==> src/rtl/student_tlul_sample_fifo.sv <==
// TL-UL slave sample FIFO: DATA/STATUS/CTRL registers feeding a ready/valid sample stream.
// Define STUDENT_SAMPLE_FIFO_ERR_EN to flag dropped (overflowing) pushes with d_error.
package tlul_pkg;
  typedef enum logic [2:0] {
    PutFullData    = 3'h0,
    PutPartialData = 3'h1,
    Get            = 3'h4
  } tl_a_op_e;

  typedef enum logic [2:0] {
    AccessAck     = 3'h0,
    AccessAckData = 3'h1
  } tl_d_op_e;

  typedef struct packed {
    logic        a_valid;
    tl_a_op_e    a_opcode;
    logic [2:0]  a_param;
    logic [1:0]  a_size;
    logic [7:0]  a_source;
    logic [31:0] a_address;
    logic [3:0]  a_mask;
    logic [31:0] a_data;
    logic        d_ready;
  } tl_h2d_t;

  typedef struct packed {
    logic        d_valid;
    tl_d_op_e    d_opcode;
    logic [2:0]  d_param;
    logic [1:0]  d_size;
    logic [7:0]  d_source;
    logic        d_sink;
    logic [31:0] d_data;
    logic        d_error;
    logic        a_ready;
  } tl_d2h_t;
endpackage

module student_tlul_sample_fifo #(
  parameter int DEPTH = 16,
  parameter int DW    = 16
) (
  input  logic               clk_i,
  input  logic               rst_ni,
  input  tlul_pkg::tl_h2d_t  tl_i,
  output tlul_pkg::tl_d2h_t  tl_o,
  output logic [DW-1:0]      sample_o,
  output logic               sample_valid_o,
  input  logic               sample_ready_i
);
  import tlul_pkg::*;

  localparam int AW = $clog2(DEPTH);
  localparam logic [AW:0] LVL_FULL = (AW+1)'(DEPTH);
  localparam logic [5:0] ADDR_DATA   = 6'h00;
  localparam logic [5:0] ADDR_STATUS = 6'h04;
  localparam logic [5:0] ADDR_CTRL   = 6'h08;

  logic [DW-1:0] mem [DEPTH];
  logic [AW-1:0] wptr, rptr;
  logic [AW:0]   level;
  logic          overflow;

  logic          d_valid;
  tl_d_op_e      d_opcode;
  logic [1:0]    d_size;
  logic [7:0]    d_source;
  logic [31:0]   d_data;
  logic          d_error;

  logic a_ready, accept, is_get, is_put;
  logic sel_data, sel_status, sel_ctrl;
  logic empty, full, pop, push_req, push, drop, flush;
  logic [31:0] status_word, rsp_data;
  logic        rsp_error;
  logic        unused_tl;

  assign unused_tl = ^{tl_i.a_param, tl_i.a_mask, tl_i.a_address[31:6], tl_i.a_data};

  assign a_ready    = !d_valid;
  assign accept     = tl_i.a_valid && a_ready;
  assign is_get     = (tl_i.a_opcode == Get);
  assign is_put     = (tl_i.a_opcode == PutFullData) || (tl_i.a_opcode == PutPartialData);
  assign sel_data   = (tl_i.a_address[5:0] == ADDR_DATA);
  assign sel_status = (tl_i.a_address[5:0] == ADDR_STATUS);
  assign sel_ctrl   = (tl_i.a_address[5:0] == ADDR_CTRL);

  assign empty    = (level == '0);
  assign full     = (level == LVL_FULL);
  assign pop      = !empty && sample_ready_i;
  assign push_req = accept && is_put && sel_data;
  // A full FIFO still takes a push when the stream frees a slot in the same cycle.
  assign push     = push_req && (!full || pop);
  assign drop     = push_req && full && !pop;
  assign flush    = accept && is_put && sel_ctrl && tl_i.a_data[0];

  assign sample_valid_o = !empty;
  assign sample_o       = empty ? '0 : mem[rptr];

  always_comb begin
    status_word       = '0;
    status_word[AW:0] = level;
    status_word[16]   = empty;
    status_word[17]   = full;
    status_word[18]   = overflow;
  end

  always_comb begin
    rsp_data  = '0;
    rsp_error = 1'b0;
    if (!(is_get || is_put)) begin
      rsp_error = 1'b1;
    end else if (sel_data) begin
      if (is_get) rsp_data[DW-1:0] = sample_o;
`ifdef STUDENT_SAMPLE_FIFO_ERR_EN
      else rsp_error = drop;
`endif
    end else if (sel_status) begin
      if (is_get) rsp_data = status_word;
    end else if (!sel_ctrl) begin
      rsp_error = 1'b1;
    end
  end

  always_ff @(posedge clk_i or negedge rst_ni) begin
    if (!rst_ni) begin
      d_valid  <= 1'b0;
      d_opcode <= AccessAck;
      d_size   <= '0;
      d_source <= '0;
      d_data   <= '0;
      d_error  <= 1'b0;
    end else if (accept) begin
      d_valid  <= 1'b1;
      d_opcode <= is_get ? AccessAckData : AccessAck;
      d_size   <= tl_i.a_size;
      d_source <= tl_i.a_source;
      d_data   <= rsp_data;
      d_error  <= rsp_error;
    end else if (tl_i.d_ready) begin
      d_valid  <= 1'b0;
    end
  end

  always_ff @(posedge clk_i or negedge rst_ni) begin
    if (!rst_ni) begin
      wptr     <= '0;
      rptr     <= '0;
      level    <= '0;
      overflow <= 1'b0;
    end else if (flush) begin
      wptr     <= '0;
      rptr     <= '0;
      level    <= '0;
      overflow <= 1'b0;
    end else begin
      if (push) wptr <= wptr + 1'b1;
      if (pop)  rptr <= rptr + 1'b1;
      if (push && !pop)      level <= level + 1'b1;
      else if (pop && !push) level <= level - 1'b1;
      if (drop) overflow <= 1'b1;
    end
  end

  always_ff @(posedge clk_i) begin
    if (push) mem[wptr] <= tl_i.a_data[DW-1:0];
  end

  always_comb begin
    tl_o          = '0;
    tl_o.d_valid  = d_valid;
    tl_o.d_opcode = d_opcode;
    tl_o.d_size   = d_size;
    tl_o.d_source = d_source;
    tl_o.d_data   = d_data;
    tl_o.d_error  = d_error;
    tl_o.a_ready  = a_ready;
  end
endmodule

==> config.mk <==
export PLATFORM = sky130hd
export DESIGN_NAME = student_tlul_sample_fifo
export DESIGN_NICKNAME = d
export VERILOG_FILES = /design/src/rtl/student_tlul_sample_fifo.sv
export SDC_FILE = /design/constraint.sdc
export NUM_CORES = 1
export LEC_CHECK = 0
export BUFFER_PORTS_ARGS = -buffer_cell sky130_fd_sc_hd__buf_2
export CAP_MARGIN = 25
export CORE_MARGIN = 8
export CORE_UTILIZATION = 50
export CTS_CLUSTER_DIAMETER = 200
export DETAILED_ROUTE_END_ITERATION = 6
export GPL_TIMING_DRIVEN = 1
export PLACE_DENSITY_LB_ADDON = 0.15
export SYNTH_ARGS = -nofsm -noshare
export SYNTH_HDL_FRONTEND = slang
export SYNTH_SLANG_ARGS = --single-unit
==> constraint.sdc <==
create_clock -name clk_i -period 3.41 [get_ports clk_i]
set_clock_uncertainty 0.1 [all_clocks]
set_input_delay 0.341 -clock clk_i [delete_from_list [all_inputs] [get_ports clk_i]]
set_output_delay 0.341 -clock clk_i [all_outputs]
set_load 0.05 [all_outputs]
==> run_results.csv, run 1 <==
group,metric,value,unit
timing,grt_setup_unrepaired,"no",
global_route,grt_start_max_net_pins,68,
setup_path,cp_data_arrival_time,2.88,ns
synthesis,postSynthCellCount,629,
global_route,initial_antenna_violation_count,0,
layout,fin_util,60.1,%
synthesis,post_synth_fa_ha_maj_area_fraction,1.11,%
floorplan,full_die_area,29200,sq um
floorplan,die_span_y,171,microns
floorplan,pin_count,158,
setup_path,rr_startpoint,"level[0]$_DFFE_PN0P_",
layout,design.final.nets,870,
min_path,worst_hold_path.num_cells,3,
floorplan,fp.coreArea,23500,sq um
layout,layout.area.seq,8840,sq um
timing,final-max-slew-violation-count,0,
synthesis,commonest_register_cell_after_synthesis,"sky130_fd_sc_hd__edfxtp_1",
min_path,min_delay_src,"tl_i[83]",
layout,multi_input_area,2980,sq um
drt,drt_iter0_markers,525,
synthesis,yosys.area_share.xor_xnor,0.584,%
power_and_ir_drop,vdd.ir_drop.worst,0.000603,V
synthesis,synth.yosys.warnings,0,
setup_path,rr_worst_depth,9,
drt,route.detailed.vias_per_inst,5.58,
layout,most_used_cells_in_the_layout_excluding_fill_and_tap_cells,"sky130_fd_sc_hd__edfxtp_1, sky130_fd_sc_hd__buf_2, sky130_fd_sc_hd__mux4_2",
setup_path,worst_path_max_delay_cell,"sky130_fd_sc_hd__dfrtp_4",
timing,worst_slew_margin,48.7,%
cts,worst_skew_pair.late_latency,0.55,ns
synthesis,synth_sequential_area_ratio,73.7,%
timing,fmax,301,MHz
layout,final_layout_size_suffix_gt1_share,33.9,%
setup_path,critical_path.cell_chain,"buf_4, mux4_2, a22o_1, a221oi_1, nor2_1, buf_2",
setup_path,worst-r2r-setup-slack,0.32,ns
synthesis,count_of_distinct_cell_types_in_the_synthesized_netlist,46,
place,gp_weighted_congestion,0.778,
drt,drt_pre_antenna_iters,4,
timing,post_route_minimum_period,3.32,ns
synthesis,synthesis.area,12000,sq um
drt,drt-wirelength-per-cell,22.8,microns
layout,number_of_filler_cells_placed_in_the_layout,1740,
power_and_ir_drop,cellLeakagePower,5.01,nW
job,drv_cap,0,
setup_path,critPathLaunchType,"flip-flop",
layout,layout.cells.most_common,"sky130_fd_sc_hd__edfxtp_1",
timing,transition_time_at_the_pin_with_the_least_slew_margin,0.767,ns
setup_path,setup.worst_path.end_class,"output pin",
synthesis,main_combinational_cell_family_by_area_after_synthesis,"multiplexers",
drt,routed-via-count,6195,
floorplan,die_x,171,microns
cts,numCtsBuffers,30,
floorplan,fp-row-count,56,
synthesis,synth_compound_gate_area_share,4.55,%
synthesis,yosys.area_share.simple,4.02,%
setup_path,cp.buffers_inverters,2,
global_route,vias_in_the_first_global_route,6521,
layout,number_of_diodes,0,
cts,cts_max_level,1,
synthesis,synth_edf_count,256,
place,place.port_buffers,89,
cts,clock_path_buffers,3,
place,final_hpwl_from_detailed_placement,15900,microns
floorplan,floorplan.initialDensity,50.9,%
power_and_ir_drop,power_per_cell_area,781,nW/um^2
cts,clock_sinks,302,
synthesis,postSynthRegisterBits,302,
setup_path,biggest_cell_delay_along_the_critical_path,0.54,ns
timing,fin_setup_tns,0,ns
min_path,endpoint_worst_hold,"d_opcode[0]$_DFFE_PN0P_",
synthesis,ys_async_rst_share,15.2,%
cts,clk_root_buffer_cell,"sky130_fd_sc_hd__clkbuf_16",
setup_path,r2r_end,"level[4]$_DFFE_PN0P_",
drt,post-route-drc-count,0,
timing,setup_violations,0,
global_route,grt_pass1_wl,38400,microns
layout,areaGrowthSynthToFinish,17.9,%
global_route,grt_overflow_total,0,
status,status,"finished clean",
synthesis,synth_area_per_cell,19.1,sq um
timing,final-hold-violation-count,0,
synthesis,muxShareOfSynthArea,13.3,%
setup_path,worstPathMaxFanout,9,
global_route,track_usage,17.3,%
drt,detail-route-antenna-nets,0,
power_and_ir_drop,post-layout-total-power,11.0,mW
drt,drt_wl_total,25300,microns
cts,clkTransAtPathRegs,0.06,ns
min_path,hold_crit_class,"in -> reg",
setup_path,critical_path.top_delay_family,"compound AO/OA/AOI/OAI gates",
setup_path,criticalPathCategory,"reg -> out",
cts,tritoncts,"yes",
setup_path,data_required_critical_path,2.97,ns
timing,fin_crit_sh,97.5,%
## state kept, by name, summed over array words and instances (netlist names)
register,count
mem,256
d_data,19
d_source,8
level,5
rptr,4
wptr,4
d_size,2
d_error,1
d_opcode,1
d_valid,1
overflow,1
## tightest hold or removal path, cell delays in order
cell                      delay [ns]
sky130_fd_sc_hd__buf_2          0.11
sky130_fd_sc_hd__or4b_4         0.15
sky130_fd_sc_hd__nand2_1        0.05
## synth_stat cells, types with 4 or more instances
| library cell | number | area, sq um |
|---|---|---|
| sky130_fd_sc_hd__nor3_1 | 7 | 35.0 |
| sky130_fd_sc_hd__a21oi_1 | 6 | 30.0 |
| sky130_fd_sc_hd__a221oi_1 | 17 | 149 |
| sky130_fd_sc_hd__and2_1 | 5 | 31.3 |
| sky130_fd_sc_hd__edfxtp_1 | 256 | 7690 |
| sky130_fd_sc_hd__dfrtp_1 | 46 | 1150 |
| sky130_fd_sc_hd__a22o_1 | 18 | 158 |
| sky130_fd_sc_hd__ha_1 | 9 | 113 |
| sky130_fd_sc_hd__xnor2_1 | 4 | 35.0 |
| sky130_fd_sc_hd__nand3_1 | 6 | 30.0 |
| sky130_fd_sc_hd__inv_1 | 8 | 30.0 |
| sky130_fd_sc_hd__clkbuf_1 | 22 | 82.6 |
| sky130_fd_sc_hd__mux2_2 | 10 | 113 |
| sky130_fd_sc_hd__nor4_1 | 5 | 31.3 |
| sky130_fd_sc_hd__nor2_1 | 36 | 135 |
| sky130_fd_sc_hd__buf_4 | 22 | 165 |
| sky130_fd_sc_hd__xor2_1 | 4 | 35.0 |
| sky130_fd_sc_hd__mux4_2 | 64 | 1440 |
| sky130_fd_sc_hd__nand2_1 | 21 | 78.8 |
| sky130_fd_sc_hd__o21ai_0 | 16 | 80.1 |
| sky130_fd_sc_hd__a22oi_1 | 5 | 37.5 |
| sky130_fd_sc_hd__buf_2 | 9 | 45.0 |
## power by group
part | leakage [nW] | switching (mW) | internal, mW | total [mW]
sequential | 2.89 | 0.131 | 4.10 | 4.23
combinational | 1.67 | 2.29 | 1.40 | 3.69
clock | 0.448 | 1.29 | 1.83 | 3.12
total | 5.01 | 3.71 | 7.33 | 11.0
## cell type report
class | count | share of cell area (%)
Clock buffer | 37 | 5.50
Clock inverter | 15 | 1.09
Inverter | 8 | 0.212
Multi-Input combinational cell | 284 | 21.1
Sequential cell | 302 | 62.5
Tap cell | 319 | 2.82
Timing Repair Buffer | 145 | 6.73
## routing by layer
| layer | GRT usage, % | up-vias | share of wire, % |
|---|---|---|---|
| li1 | - | 2777 | - |
| met1 | 24.0 | 3182 | 43 |
| met2 | 28.3 | 209 | 48 |
| met3 | 3.41 | 27 | 7.9 |
| met4 | 3.59 | 0 | 1.3 |
| met5 | 0 | - | 0 |
## per-stage QoR
stage / std cells / area (sq um) / hold slack [ns] / worst slack, ns
floorplan: 647 / 12100 / -0.0546 / 0.235
global placement: 1040 / 13000 / 0.362 / 0.407
detailed placement: 1040 / 13000 / 0.371 / 0.340
CTS: 1109 / 14100 / 0.0285 / 0.0568
global route: 1110 / 14100 / 0.0375 / 0.00572
finish: 1110 / 14100 / 0.0525 / 0.0859
## worst max path at each step
stage                      endpoint            startpoint  cells past startpoint
6_report                sample_o[4]   rptr[0]$_DFFE_PN0P_                      6
5_1_grt                 sample_o[4]   rptr[0]$_DFFE_PN0P_                      6
4_1_cts                sample_o[10]   rptr[0]$_DFFE_PN0P_                      6
3_5_place_dp   level[4]$_DFFE_PN0P_  level[0]$_DFFE_PN0P_                      9
3_3_place_gp           sample_o[15]   rptr[0]$_DFFE_PN0P_                      6
2_1_floorplan   mem[0][0]$_DFFE_PP_              tl_i[38]                      3
## cells by family after synthesis
kind of cell / count (synthesis)
compound gates: 73
buf+inv: 61
fa+ha+maj: 10
simple gates: 96
xor+xnor: 8
flops: 302
other cells: 1
mux: 78
## what timing repair did
item | 4_1_cts | 5_1_grt
endpoints found under the setup margin | 7 | 2
hold endpoints to repair | 58 | 0
gates cloned | 0 | 0
setup buffers | 4 | 0
hold buffers | 13 | 0
resized for setup | 5 | 2
No activity file was read; power rests on OpenSTA's default activity.
==> run 2, diff against run 1 <==
==> constraint.sdc (replaced) <==
create_clock -name clk_i -period 3.41 [get_ports clk_i]
set_clock_uncertainty 0.1 [all_clocks]
set_input_delay 0.682 -clock clk_i [delete_from_list [all_inputs] [get_ports clk_i]]
set_output_delay 0.682 -clock clk_i [all_outputs]
set_load 0.05 [all_outputs]
==> run 2 against run 1 <==
Net effect:
- critical endpoint is now sample_o[15]
- total power increased by 9.5%
- setup slack got worse by 0.12 ns
- the run now ends with negative setup slack left
- combinational power increased by 28%
==> run_results.csv, run 2 (synthesized netlist as in run 1, its figures left out) <==
group,metric,value,unit
status,status,"complete, but fails checks",
status,violations,"negative setup slack",
timing,holdWs,0.0334,ns
layout,design_area,14600,sq um
place,post_dp_cell_area,13100,sq um
floorplan,die_span_y,171,microns
layout,fin_util,62.1,%
timing,worst_slew_margin,60.2,%
place,final_hpwl_from_detailed_placement,16100,microns
power_and_ir_drop,cellLeakagePower,5.25,nW
layout,most_used_cells_in_the_layout_excluding_fill_and_tap_cells,"sky130_fd_sc_hd__edfxtp_1, sky130_fd_sc_hd__buf_2, sky130_fd_sc_hd__buf_4",
layout,number_of_filler_cells_placed_in_the_layout,1688,
drt,drt_iter0_markers,393,
floorplan,floorplan.initialDensity,50.9,%
power_and_ir_drop,power_per_cell_area,827,nW/um^2
timing,worst_path_setup_slack_after_routing,-0.0322,ns
timing,post_route_minimum_period,3.44,ns
global_route,initial_antenna_violation_count,0,
timing,grt_setup_unrepaired,"yes",
timing,setup_violations,4,
timing,final-max-slew-violation-count,0,
global_route,grt_overflow_total,0,
layout,areaGrowthSynthToFinish,21.9,%
setup_path,data_required_critical_path,2.63,ns
power_and_ir_drop,share_of_power_burned_in_registers,34.9,%
drt,met3_wirelength,2370,microns
cts,clk_root_buffer_cell,"sky130_fd_sc_hd__clkbuf_16",
drt,drt_pre_antenna_iters,4,
power_and_ir_drop,post-layout-total-power,12.1,mW
layout,design.final.nets,897,
timing,fin_crit_sh,101,%
setup_path,cp.buffers_inverters,4,
cts,cts_max_level,1,
cts,worst_skew_pair.late_latency,0.55,ns
drt,routed.top_layer,"met4",
drt,routed-via-count,6505,
power_and_ir_drop,switching_share,33.4,%
setup_path,critPathLaunchType,"flip-flop",
drt,route.layer.met1.wl,11000,microns
setup_path,path_common_cell,"sky130_fd_sc_hd__buf_4",
global_route,track_usage,18.4,%
floorplan,fp.coreArea,23500,sq um
place,place.port_buffers,89,
setup_path,critical_path.top_delay_family,"buffers and inverters",
setup_path,cp_data_arrival_time,2.66,ns
power_and_ir_drop,clock_power_share,25.9,%
global_route,grt_start_max_net_pins,68,
cts,clkTransAtPathRegs,0.06,ns
cts,clock_path_buffers,3,
power_and_ir_drop,cell_internal_power,8.05,mW
drt,route.detailed.vias_per_inst,5.71,
layout,largest_register_ff_count,256,
setup_path,worst_path_max_delay_cell,"sky130_fd_sc_hd__mux4_2",
setup_path,criticalPathCategory,"reg -> out",
layout,largest_register,"mem",
power_and_ir_drop,vdd.ir_drop.worst,0.000490,V
global_route,vias_in_the_first_global_route,6685,
layout,number_of_diodes,0,
place,gp_weighted_congestion,0.785,
global_route,grt_pass1_wl,40200,microns
drt,met2WireLength,12800,microns
floorplan,pin_count,158,
setup_path,rr_startpoint,"level[0]$_DFFE_PN0P_",
drt,drt-wirelength-per-cell,23.6,microns
layout,layout.cells.most_common,"sky130_fd_sc_hd__edfxtp_1",
setup_path,biggest_cell_delay_along_the_critical_path,0.51,ns
cts,numCtsBuffers,31,
drt,drt_wl_total,26900,microns
setup_path,timing.critical_path.from,"rptr[0]$_DFFE_PN0P_",
timing,final-hold-violation-count,0,
power_and_ir_drop,total_switching_power,4.04,mW
drt,detail-route-antenna-nets,0,
timing,transition_time_at_the_pin_with_the_least_slew_margin,0.597,ns
layout,biggestRegsByFlops,"mem (256), d_data (19), d_source (8)",
layout,final_layout_size_suffix_gt1_share,40.6,%
drt,post-route-drc-count,0,
floorplan,fp-row-count,56,
cts,clock_sinks,302,
job,drv_cap,0,
setup_path,setup.worst_path.end_class,"output pin",
cts,tritoncts,"yes",
floorplan,full_die_area,29200,sq um
power_and_ir_drop,share_comb_of_total_power,39.2,%
timing,fmax,291,MHz
setup_path,critical_path.cell_chain,"buf_4, buf_12, mux4_2, a22o_1, a221oi_2, buf_4, nor2_2, buf_6",
floorplan,die_x,171,microns
min_path,hold_crit_class,"in -> async",
setup_path,worstPathMaxFanout,7,
run 2: cell types whose count changed in the layout (fill, tap and decap cells not counted), sizes merged:
| cell | change |
|---|---|
| buf | +38 |
| dlygate4sd3 | -13 |
| clkinv | +4 |
| inv | +2 |
| bufinv | -1 |
| clkbuf | -1 |
run 2: worst paths after layout:
check,endpoint,slack [ns],cells after the start
max in group asynchronous,d_size[0]$_DFFE_PN0P_,2.47,2
hold / removal,d_data[18]$_DFFE_PN0P_,0.03,1
setup / recovery,sample_o[15],-0.03,8
setup reg to reg,level[4]$_DFFE_PN0P_,0.44,9
min in group clk_i,d_valid$_DFFE_PN0P_,0.23,2
hold reg to reg,d_data[14]$_DFFE_PN0P_,0.38,2
run 2: through the flow:
stage	instances	setup TNS, ns	setup WS (ns)
2_1_floorplan	647	-6.81	-0.106
4_1_cts	1130	-0.367	-0.0920
3_5_place_dp	1055	0	0.179
5_1_grt	1139	-0.939	-0.0984
6_report	1139	-0.0885	-0.0322
3_3_place_gp	1055	0	0.264
run 2: power groups by stage:
stage / sequential, mW / combinational (mW) / clock (mW)
2_1_floorplan: 4.36 / 2.53 / 0
3_3_place_gp: 4.31 / 3.68 / 0
5_1_grt: 4.24 / 5.01 / 3.34
4_1_cts: 4.23 / 4.55 / 3.19
3_5_place_dp: 4.32 / 3.73 / 0
6_report: 4.22 / 4.74 / 3.13
run 2: final cells by class:
class                           count  area (sq um)  share of cell area, %
Timing Repair Buffer              171          1300                   8.91
Tap cell                          319           399                   2.73
Clock buffer                       35           791                   5.41
Sequential cell                   302          8840                   60.5
Multi-Input combinational cell    284          3100                   21.2
Clock inverter                     20           151                   1.04
Inverter                            8          30.0                  0.205
run 2: repair_timing:
| action | in CTS | in global routing |
|---|---|---|
| endpoints found under the setup margin | 15 | 17 |
| resized for setup | 59 | 15 |
| cloned | 2 | 1 |
| buffers inserted | 18 | 10 |
| pin swaps | 6 | 12 |
| hold buffers | 0 | 0 |
| endpoints found under the hold margin | 0 | 0 |
run 2: per-layer routing:
metal	vias to the layer above	GRT usage, %
met2	281	30.9
met4	0	5.33
met1	3341	23.9
met3	50	4.29
met5	-	0
li1	2833	-
